[config.mk]
export PLATFORM = sky130hd
export DESIGN_NAME = pulse_gen_flat
export DESIGN_NICKNAME = d
export VERILOG_FILES = /design/src/rtl/pulse_gen_if.sv /design/src/rtl/pulse_gen.sv /design/src/flat_wrapper.sv
export SDC_FILE = /design/constraint.sdc
export NUM_CORES = 1
export LEC_CHECK = 0
export CORE_ASPECT_RATIO = 1.5
export CORE_UTILIZATION = 58
export CTS_CLUSTER_SIZE = 20
export DETAILED_ROUTE_END_ITERATION = 7
export DONT_BUFFER_PORTS = 1
export PLACE_DENSITY = 0.75
export SLEW_MARGIN = 10
export SYNTH_ARGS = -nofsm -noshare
export SYNTH_HDL_FRONTEND = slang
export SYNTH_SLANG_ARGS = --single-unit
[constraint.sdc]
create_clock -name clk -period 2.9 [get_ports clk]
set_clock_uncertainty 0.1 [all_clocks]
set_input_delay 0.58 -clock clk [delete_from_list [all_inputs] [get_ports clk]]
set_output_delay 0.58 -clock clk [all_outputs]
set_load 0.05 [all_outputs]
[src/rtl/pulse_gen_if.sv]
// Control/status bundle for pulse_gen: configuration and enable in, pulse train and status out.
interface pulse_gen_if;
  logic        ena;
  logic        pulse_1s;
  logic [31:0] period;
  logic [31:0] width;
  logic        pulse;
  logic        pulse_start;
  logic        cfg_err;
  logic [31:0] npulse;

  modport master (
    output ena, pulse_1s, period, width,
    input  pulse, pulse_start, cfg_err, npulse
  );

  modport slave (
    input  ena, pulse_1s, period, width,
    output pulse, pulse_start, cfg_err, npulse
  );
endinterface

[src/rtl/pulse_gen.sv]
// Programmable pulse-train generator: registered pulse with period/width in clk cycles,
// optional first-start alignment to the 1 s strobe, shadowed config reloaded per period.
module pulse_gen #(
  parameter logic [26:0] SIZE_1S = 27'd110000000,
  parameter logic        SYNC_1S = 1'b0
) (
  input  logic       clk,
  input  logic       rst,
  pulse_gen_if.slave bus
);

  localparam logic [1:0] IDLE = 2'd0;
  localparam logic [1:0] ARM  = 2'd1;
  localparam logic [1:0] RUN  = 2'd2;

  logic [1:0]  state;
  logic [31:0] cnt;
  logic [31:0] period_r;
  logic [31:0] width_r;
  logic [31:0] npulse_r;
  logic        pulse_r;
  logic        start_r;
  logic        err_r;
  logic        cfg_ok;

  always_comb begin
    cfg_ok = (bus.period >= 32'd2) &&
             (bus.period <= {5'd0, SIZE_1S}) &&
             (bus.width != '0) &&
             (bus.width < bus.period);
  end

  always_ff @(posedge clk or negedge rst) begin
    if (!rst) begin
      state    <= IDLE;
      cnt      <= '0;
      period_r <= '0;
      width_r  <= '0;
      npulse_r <= '0;
      pulse_r  <= 1'b0;
      start_r  <= 1'b0;
      err_r    <= 1'b0;
    end else if (!bus.ena) begin
      // Disable aborts immediately, even mid-high phase.
      state    <= IDLE;
      cnt      <= '0;
      npulse_r <= '0;
      pulse_r  <= 1'b0;
      start_r  <= 1'b0;
      err_r    <= 1'b0;
    end else begin
      case (state)
        IDLE: begin
          cnt     <= '0;
          pulse_r <= 1'b0;
          start_r <= 1'b0;
          if (!cfg_ok) begin
            err_r <= 1'b1;
          end else begin
            err_r    <= 1'b0;
            period_r <= bus.period;
            width_r  <= bus.width;
            if (SYNC_1S) begin
              state <= ARM;
            end else begin
              state    <= RUN;
              cnt      <= 32'd1;
              pulse_r  <= 1'b1;
              start_r  <= 1'b1;
              npulse_r <= npulse_r + 32'd1;
            end
          end
        end

        ARM: begin
          err_r <= 1'b0;
          if (bus.pulse_1s) begin
            state    <= RUN;
            cnt      <= 32'd1;
            pulse_r  <= 1'b1;
            start_r  <= 1'b1;
            npulse_r <= npulse_r + 32'd1;
          end else begin
            pulse_r <= 1'b0;
            start_r <= 1'b0;
          end
        end

        RUN: begin
          if (cnt == period_r) begin
            // Last cycle of the period: revalidate live inputs for a gapless next period.
            if (cfg_ok) begin
              period_r <= bus.period;
              width_r  <= bus.width;
              cnt      <= 32'd1;
              pulse_r  <= 1'b1;
              start_r  <= 1'b1;
              err_r    <= 1'b0;
              npulse_r <= npulse_r + 32'd1;
            end else begin
              state   <= IDLE;
              cnt     <= '0;
              pulse_r <= 1'b0;
              start_r <= 1'b0;
              err_r   <= 1'b1;
            end
          end else begin
            cnt     <= cnt + 32'd1;
            pulse_r <= (cnt + 32'd1) <= width_r;
            start_r <= 1'b0;
            err_r   <= 1'b0;
          end
        end

        default: begin
          state   <= IDLE;
          cnt     <= '0;
          pulse_r <= 1'b0;
          start_r <= 1'b0;
          err_r   <= 1'b0;
        end
      endcase
    end
  end

  assign bus.pulse       = pulse_r;
  assign bus.pulse_start = start_r;
  assign bus.cfg_err     = err_r;
  assign bus.npulse      = npulse_r;

endmodule

[src/flat_wrapper.sv]
// flat-port wrapper written by rule: the top's interface ports become plain ports
module pulse_gen_flat 
#(
  parameter logic [26:0] SIZE_1S = 27'd110000000,
  parameter logic        SYNC_1S = 1'b0
)
  (clk, rst, bus_ena, bus_pulse_1s, bus_period, bus_width, bus_pulse, bus_pulse_start, bus_cfg_err, bus_npulse);
  pulse_gen_if bus_i ();
  input  logic clk;
  input  logic rst;
  input wire logic [$bits(bus_i.ena)-1:0] bus_ena;
  input wire logic [$bits(bus_i.pulse_1s)-1:0] bus_pulse_1s;
  input wire logic [$bits(bus_i.period)-1:0] bus_period;
  input wire logic [$bits(bus_i.width)-1:0] bus_width;
  output wire logic [$bits(bus_i.pulse)-1:0] bus_pulse;
  output wire logic [$bits(bus_i.pulse_start)-1:0] bus_pulse_start;
  output wire logic [$bits(bus_i.cfg_err)-1:0] bus_cfg_err;
  output wire logic [$bits(bus_i.npulse)-1:0] bus_npulse;
  assign bus_i.ena = bus_ena;
  assign bus_i.pulse_1s = bus_pulse_1s;
  assign bus_i.period = bus_period;
  assign bus_i.width = bus_width;
  assign bus_pulse = bus_i.pulse;
  assign bus_pulse_start = bus_i.pulse_start;
  assign bus_cfg_err = bus_i.cfg_err;
  assign bus_npulse = bus_i.npulse;
  pulse_gen #(.SIZE_1S(SIZE_1S), .SYNC_1S(SYNC_1S)) u_core (.clk(clk), .rst(rst), .bus(bus_i));
endmodule
# Yosys cells after proc, flatten, opt, wreduce, memory -nomap -nowiden
# Index checks and enable logic that the tools add are counted.
# W data, S select, Z words.
# word_totals
register_bits,133
output_inout_bits,35
in_bits,68
# classes
magnitude_cmp,4
n_eq_ne,9
addsub,2
mux,34
reduce_logical,9
# op_table
op,n
$mux W32,11
$pmux W32 S3,2
$pmux W32 S2,2
$add A32 B1 Y32 const B,2
$eq A32 B32 Y1,1
$ge A32 B2 Y1 const B,1
$le A32 B27 Y1 const B,1
$le A32 B32 Y1,1
$lt A32 B32 Y1,1
$reduce_bool A32 Y1,1
$mux W1,10
$mux W2,5
$ne A3 B2 Y1 const B,2
$ne A3 B3 Y1 const B,2
$pmux W1 S3,2
$pmux W2 S3,1
$reduce_and A3 Y1,2
$ne A4 B1 Y1 const B,1
$reduce_and A4 Y1,1
$logic_and A1 B1 Y1,3
$eq A2 B1 Y1 const B,1
$eq A2 B2 Y1 const B,1
$logic_not A2 Y1,1
$ne A2 B1 Y1 const B,1
2 further kinds,2

# Longest topological paths before layout
# Gate-level depths: netlist of run 1.
# logic_depth
word_depth,8
depth_mapped,14

# Worst setup path after synthesis of run 1
# No wires, ideal clock.
# synth_path
path_kind,reg-to-reg
from,register u_core.cnt[6]
to,"register u_core.pulse_r, in the netlist u_core.bus.pulse"
arrival_time_ps,2841
required_time_ps,2676
setup_slack_ps,-164
setup_ps,124
n_path_buf,0
stages_incl_launch_ff,14
cell_sequence,dfrtp_1 -> and4_1 -> nand4_1 -> nor3_1 -> nand3_1 -> nor3_1 -> xor2_1 -> ha_1 -> nand2_1 -> nor3_1 -> nand3_1 -> nor3_1 -> a211oi_1 -> o31a_1
# synth_between
elab_chain_len,5
elab_cells_between_ends,6
# synth_rtl
item,line,source
start: declaration,pulse_gen.sv:17,logic [31:0] cnt;
start signal: assignment,pulse_gen.sv:108,cnt <= cnt + 32'd1;
$add A32 B1 Y32,pulse_gen.sv:109,pulse_r <= (cnt + 32'd1) <= width_r;
$le A32 B32 Y1,pulse_gen.sv:109,
$mux W1 (*),pulse_gen.sv:90,if (cnt == period_r) begin
$pmux W1 S3 (*),pulse_gen.sv:52,case (state)
$mux W1 (*),pulse_gen.sv:43,end else if (!bus.ena) begin
end signal: assignment,pulse_gen.sv:109,
end: declaration,pulse_gen.sv:21,logic pulse_r;
# Every way passes the cells marked *; elsewhere a longest branch is shown, timed or not.
# A chain may end at the register's enable or synchronous reset.

# Final worst setup path of run 1
# layout_path
from,register u_core.cnt[7]
to,"register u_core.pulse_r, in the netlist u_core.bus.pulse"
# The elaborated chain is that of the path after synthesis.

==> run metrics, run 1 <==
PortBufs 0; CP startpoint kind flip-flop; most common cell in the synthesized netlist dfrtp_1; compound-cell area share of the yosys netlist 10.9%; DP HPWL 18400 um; Ant. Diodes 0; kind of critical path flip-flop to flip-flop; Final nets 1101; Clock Path Buffers 2; drt pass-1 iters 6; xor/xnor share of the synthesized area 6.79%; crit path max fanout 3; clk_lat worst skew 0.43 ns; sw frac 25.9%; Synth cell types 58; clock power share 42.4%; largest net degree at the start of global routing 133; Boundary Pins 103; Detailed Route Iter0 Violations 572; Chip Width 98.7 um; Simple-Gate Fraction of Synth Area 19.9%; register bit total from synthesis 132; Min-Delay Path Class input port to async pin; Die ar. 0.0145 sq mm; CTS tree done; syn avg cell area 9.71 sq um; initial antenna violation count 0; Post-synth top cells dfrtp_1 (132), inv_1 (70), ha_1 (65); Root Driver clkbuf_16; Final Hold Fails 132; vias per inst 6.50; fraction of layout cells with a size suffix above 1 25.5%; yosys warns 0; Critical path origin u_core.cnt[7]$_DFF_PN0_; gr usage total 36.6%; GPL Wtd Cong 0.942; die height 147 um; pre-CTS setup slack -0.469 ns; WL final 26300 um; H-tree levels 4; # rows 52; minimum clock period after layout 3.35 ns; worst vdd ir 0.412 mV; status complete, but fails checks; Min Hold Slack -0.249 ns; final instance area 0.0103 sq mm; PwrDens 500 mW/mm^2; vias in the first global route 7845; final setup margin -0.451 ns; Yosys top cell by area dfrtp_1; required time of the critical path 3.16 ns; CP Capture Type flip-flop; P&R area growth vs syn 26.7%; mapped cell area 0.00813 sq mm; syn_nets 970; Final Power 5.15 mW; failing checks negative hold slack, negative setup slack; Flop pwr share 40.9%; Detail Route Antenna Nets 0; setup violators final 1; global route overflow 0; reg2reg path depth 14; top_reg_cell synth dfrtp_1; Worst-Margin Slew 0.672 ns; Max Cap Viol 0; Core Box Area 0.0136 sq mm; R2R Path Start u_core.cnt[7]$_DFF_PN0_; P_leak 5.24 nW; Initial Util 59.8%; Pint 3.82 mW; wire length of the first global-routing pass 40100 um; register area share after synthesis 40.6%; Slew Limit Fails 0; Gate power share 16.7%; largest family of logic cells by synthesized area simple AND/OR/NAND/NOR gates; unrepaired setup endpoints after global routing true; average wire per standard cell 23.1 um; Final Cycle Share 116%; Fmax achieved 0.298 GHz; Post-Synthesis Cells 837; mux cell area share after synthesis 6.76%; dominant cells by area after synthesis dfrtp_1 (41%), ha_1 (10%), xor2_1 (4.5%); Post-route DRC 0; top cell type's share of synthesized area 40.6%; Max-slew headroom 54.0%; fraction of registers with async set/reset 100%; vias 7406; CTS buffer count 17; DP Area 0.00919 sq mm; Post-Synth Adder-Cell Area 10.0%; WP data arrival 3.61 ns; switching power 1.33 mW; number of flops mapped to enable cells by yosys 0; Sinks on Clock Net 132; Reg clk slew, reported paths 0.06 ns
## registers in the layout (all words and copies together), names as in the netlist
| signal | cells |
|---|---|
| u_core.width_r | 32 |
| u_core.bus.pulse_start | 1 |
| u_core.cnt | 32 |
| u_core.bus.pulse | 1 |
| u_core.period_r | 32 |
| u_core.state | 1 |
| u_core.bus.npulse | 32 |
| u_core.bus.cfg_err | 1 |
## worst paths after layout
check	end	slack (ns)
hold reg to reg	u_core.width_r[27]$_DFFE_PN0P_	0.39
max in group asynchronous	u_core.period_r[5]$_DFFE_PN0P_	2.67
hold / removal	u_core.period_r[21]$_DFFE_PN0P_	-0.25
setup / recovery	u_core.bus.pulse$_DFF_PN0_	-0.45
setup reg to reg	u_core.bus.pulse$_DFF_PN0_	-0.45
min in group clk	u_core.width_r[25]$_DFFE_PN0P_	0.18
## cell usage in the layout, fill, tap and decap left out, types with 17 or more instances in the layout
| cell | count |
|---|---|
| xnor2_1 | 19 |
| clkbuf_16 | 18 |
| buf_4 | 130 |
| nand2_1 | 47 |
| nor2b_1 | 19 |
| nand4_1 | 28 |
| o21ai_0 | 60 |
| nand2b_1 | 17 |
| a21oi_1 | 26 |
| and3_1 | 32 |
| inv_1 | 70 |
| nor4_1 | 17 |
| xor2_1 | 39 |
| nand3_1 | 38 |
| ha_1 | 65 |
| dfrtp_1 | 132 |
## power groups by stage
stage | Combinational (mW) | Sequential [mW] | Clock (mW)
floorplan | 0.466 | 2.09 | 0
global placement | 0.646 | 2.12 | 0
detailed placement | 0.683 | 2.12 | 0
CTS | 0.761 | 2.09 | 2.19
global route | 0.930 | 2.12 | 2.25
finish | 0.862 | 2.11 | 2.18
## per-layer routing
metal	part of all wire [%]	global-route usage (%)
met3	8.0	9.99
met2	51	63.5
met5	0	0
met4	7.1	24.9
met1	34	38.3
## layout make-up
| cell class | count | area [sq um] |
|---|---|---|
| tap | 162 | 203 |
| clock inverter | 5 | 100 |
| timing repair buffer | 143 | 1170 |
| clock buffer | 23 | 488 |
| fill | 889 | 3300 |
| sequential | 132 | 3300 |
| multi-input combinational | 603 | 4760 |
| inverter | 71 | 267 |
## metrics by stage
step,utilization [%],std cells,setup TNS (ns)
2_1_floorplan,-,837,-0.0199
3_3_place_gp,67.6,1089,-19.06
3_5_place_dp,67.6,1089,-27.64
4_1_cts,73.5,1128,-0.291
5_1_grt,75.7,1139,-1.02
6_report,75.7,1139,-0.451
## repair_timing
action                                  4_1_cts  5_1_grt
gates resized for setup                      26       42
setup buffers                                12       11
cloned                                        0        1
endpoints found under the setup margin       39       95
pin swaps                                    23       33
endpoints found under the hold margin       132      132
## cell families (layout without fill, tap and decap cells)
family	after synthesis	in the layout
simple gates	286	286
compound gates	142	142
flops	132	132
buf+inv	102	242
fa+ha+maj	65	65
xor+xnor	63	63
mux	47	47
## worst max-delay path, cell delays in order (launching register included)
cell and delay, ns:
dfrtp_1 0.36, and4_4 0.23, nand4_1 0.11, buf_6 0.16
nor3_4 0.31, buf_6 0.16, buf_4 0.12, nand3_1 0.11
xnor2_1 0.24, ha_1 0.33, a21o_1 0.23, a221oi_2 0.32
o21ai_4 0.11, a211oi_2 0.23, o31a_1 0.16
Power figures use the tool's default switching activity.
==> inputs of run 2 (changes only) <==
RECOVER_POWER = 100   (was unset)
==> run 2 against run 1 <==
Against the previous run: the run still ends with negative hold slack, negative setup slack left; critical endpoint unchanged; worst setup slack got worse by 0.0067 ns; routed wire length barely moved; sequential power is essentially flat; largest cell class unchanged; design area shrank 1.5%; first-iteration DRC count shrank 13%; via count grew 0.12%.
==> run metrics, run 2 (synthesis gave the netlist of run 1 again) <==
Die ar. 0.0145 sq mm (unchanged); slowest CP cell dfrtp_1 (unchanged); final instance area 0.0101 sq mm (was 0.0103 sq mm); wire length of the first global-routing pass 40100 um (unchanged); commonest non-fill, non-tap cells in the layout dfrtp_1 (132), buf_4 (96), inv_1 (70) (was dfrtp_1 (132), buf_4 (130), inv_1 (70)); initial antenna violation count 0 (unchanged); Worst-Margin Slew 0.887 ns (was 0.672 ns); DP HPWL 18400 um (unchanged); Final Instance Count excl. Fillers 1139 (unchanged); Root Driver clkbuf_16 (unchanged); Ant. Diodes 0 (unchanged); fraction of layout cells with a size suffix above 1 22.2% (was 25.5%); clk_lat worst skew 0.43 ns (about the same); Chip Width 98.7 um (unchanged); Slew Limit Fails 0 (unchanged); Max-slew headroom 40.9% (was 54.0%); WP data arrival 3.57 ns (was 3.61 ns); # rows 52 (unchanged); P&R area growth vs syn 24.9% (was 26.7%); worst path cell trace and4_4 -> nand4_1 -> buf_6 -> buf_4 -> nor3_4 -> buf_6 -> nand4_1 -> xnor2_1 -> ha_1 -> nand4_1 -> nor3_4 -> nand3_2 -> nor3_2 -> buf_4 -> a211oi_2 -> o31a_1 (was and4_4 -> nand4_1 -> buf_6 -> nor3_4 -> buf_6 -> buf_4 -> nand3_1 -> xnor2_1 -> ha_1 -> a21o_1 -> a221oi_2 -> o21ai_4 -> a211oi_2 -> o31a_1); Min Hold Slack -0.249 ns (about the same); Reg clk slew, reported paths 0.06 ns (about the same); P_leak 5.10 nW (was 5.24 nW); gr usage total 36.6% (unchanged); Placed Cells 1089 (unchanged); minimum clock period after layout 3.36 ns (was 3.35 ns); crit path max fanout 5 (was 3); largest net degree at the start of global routing 133 (unchanged); Detailed Route Iter0 Violations 498 (was 572); setup violators final 52 (was 1); PwrDens 507 mW/mm^2 (was 500 mW/mm^2); CP dominant cell by count nand4_1 (was buf_6); unrepaired setup endpoints after global routing true (unchanged); Final nets 1101 (unchanged); drt pass-1 iters 5 (was 6); WL final 26300 um (about the same); DP Area 0.00919 sq mm (unchanged); Final Hold Fails 132 (unchanged); PortBufs 0 (unchanged); H-tree levels 4 (unchanged); Boundary Pins 103 (unchanged); final setup margin -0.458 ns (was -0.451 ns); Initial Util 59.8% (unchanged); CP startpoint kind flip-flop (unchanged); Fmax achieved 0.298 GHz (about the same); Final Cycle Share 116% (about the same); fillcell total 939 (was 889); kind of critical path flip-flop to flip-flop (unchanged); global route overflow 0 (unchanged); Detail Route Antenna Nets 0 (unchanged); R2R Path Start u_core.cnt[7]$_DFF_PN0_ (unchanged); CTS tree done (unchanged); Post-route DRC 0 (unchanged); Clock Path Buffers 2 (unchanged); vias per inst 6.51 (was 6.50); Critical path origin u_core.cnt[7]$_DFF_PN0_ (unchanged); Final Power 5.15 mW (about the same); most common cell after layout, fill and taps aside dfrtp_1 (unchanged); vias 7415 (was 7406); Core Box Area 0.0136 sq mm (unchanged); worst vdd ir 0.412 mV (about the same); vias in the first global route 7845 (unchanged); Min-Delay Path Class input port to async pin (unchanged); Sinks on Clock Net 132 (unchanged); Crit path largest cell delay 0.35 ns (was 0.36 ns); failing checks negative hold slack, negative setup slack (unchanged); Max Cap Viol 0 (unchanged); average wire per standard cell 23.1 um (about the same); GPL Wtd Cong 0.942 (unchanged); CTS buffer count 17 (unchanged); die height 147 um (unchanged); required time of the critical path 3.11 ns (was 3.16 ns); CP Capture Type flip-flop (unchanged); status complete, but fails checks (unchanged)
-- run 2: cell count changes in the layout (fill, tap and decap cells not counted) --
cell	change
nand2_4	-1
nand2_1	+1
clkbuf_2	+1
nor4_1	+1
buf_4	-34
clkbuf_4	+4
nor4_4	-1
clkbuf_1	+30
buf_12	-1
-- run 2: worst paths after layout --
| check | end | slack (ns) | cells after the start |
|---|---|---|---|
| setup / recovery | u_core.bus.pulse$_DFF_PN0_ | -0.46 | 16 |
| hold / removal | u_core.period_r[21]$_DFFE_PN0P_ | -0.25 | 0 |
| setup reg to reg | u_core.bus.pulse$_DFF_PN0_ | -0.46 | 16 |
| hold reg to reg | u_core.width_r[27]$_DFFE_PN0P_ | 0.39 | 1 |
| max in group asynchronous | u_core.period_r[0]$_DFFE_PN0P_ | 2.65 | 0 |
| min in group clk | u_core.width_r[25]$_DFFE_PN0P_ | 0.18 | 1 |
-- run 2: metrics by stage --
step | util [%] | TNS, ns | worst slack [ns] | hold slack (ns)
2_1_floorplan | - | -0.0199 | -0.0199 | 0.184
3_3_place_gp | 67.6 | -19.06 | -0.284 | 0.188
3_5_place_dp | 67.6 | -27.64 | -0.469 | 0.189
4_1_cts | 73.5 | -0.291 | -0.273 | -0.256
5_1_grt | 74.6 | -14.63 | -0.568 | -0.253
6_report | 74.6 | -4.70 | -0.458 | -0.249
-- run 2: worst max-delay path: cells and delay by family, from the launching register on --
family                     cells  cell delay [ns]
buffers and inverters          4             0.59
adders and majority gates      1             0.32
xor gates and xnor gates       1             0.20
DFF                            1             0.35
AOI/OAI and AO/OA              2             0.35
and+or+nand+nor                8             1.34
-- run 2: layout make-up --
class	count	area [sq um]	share of cell area (%)
Clock buffer	23	488	4.81
Clock inverter	5	100	0.986
Inverter	71	267	2.63
Multi-Input combinational cell	603	4740	46.7
Sequential cell	132	3300	32.5
Tap cell	162	203	2.00
Timing Repair Buffer	143	1050	10.3
-- run 2: power by group --
group          leakage (nW)  internal [mW]  switching [mW]
clock                 0.291           1.42           0.766
combinational          3.00          0.407           0.451
sequential             1.80           1.99           0.116
total                  5.10           3.82            1.33
-- run 2: timing repair --
action                                  in CTS  in global routing
endpoints found under the setup margin      39                 95
endpoints found under the hold margin      132                132
pin swaps                                   23                 33
gates resized for setup                     26                 42
gates cloned                                 0                  1
setup buffers                               12                 11
-- run 2: routing by layer --
metal | GRT usage (%) | vias to the layer above | share of wire (%)
met5 | 0 | - | 0
met4 | 24.9 | 0 | 6.8
met1 | 38.3 | 3637 | 34
li1 | - | 3264 | -
met2 | 63.5 | 390 | 51
met3 | 9.99 | 124 | 8.1
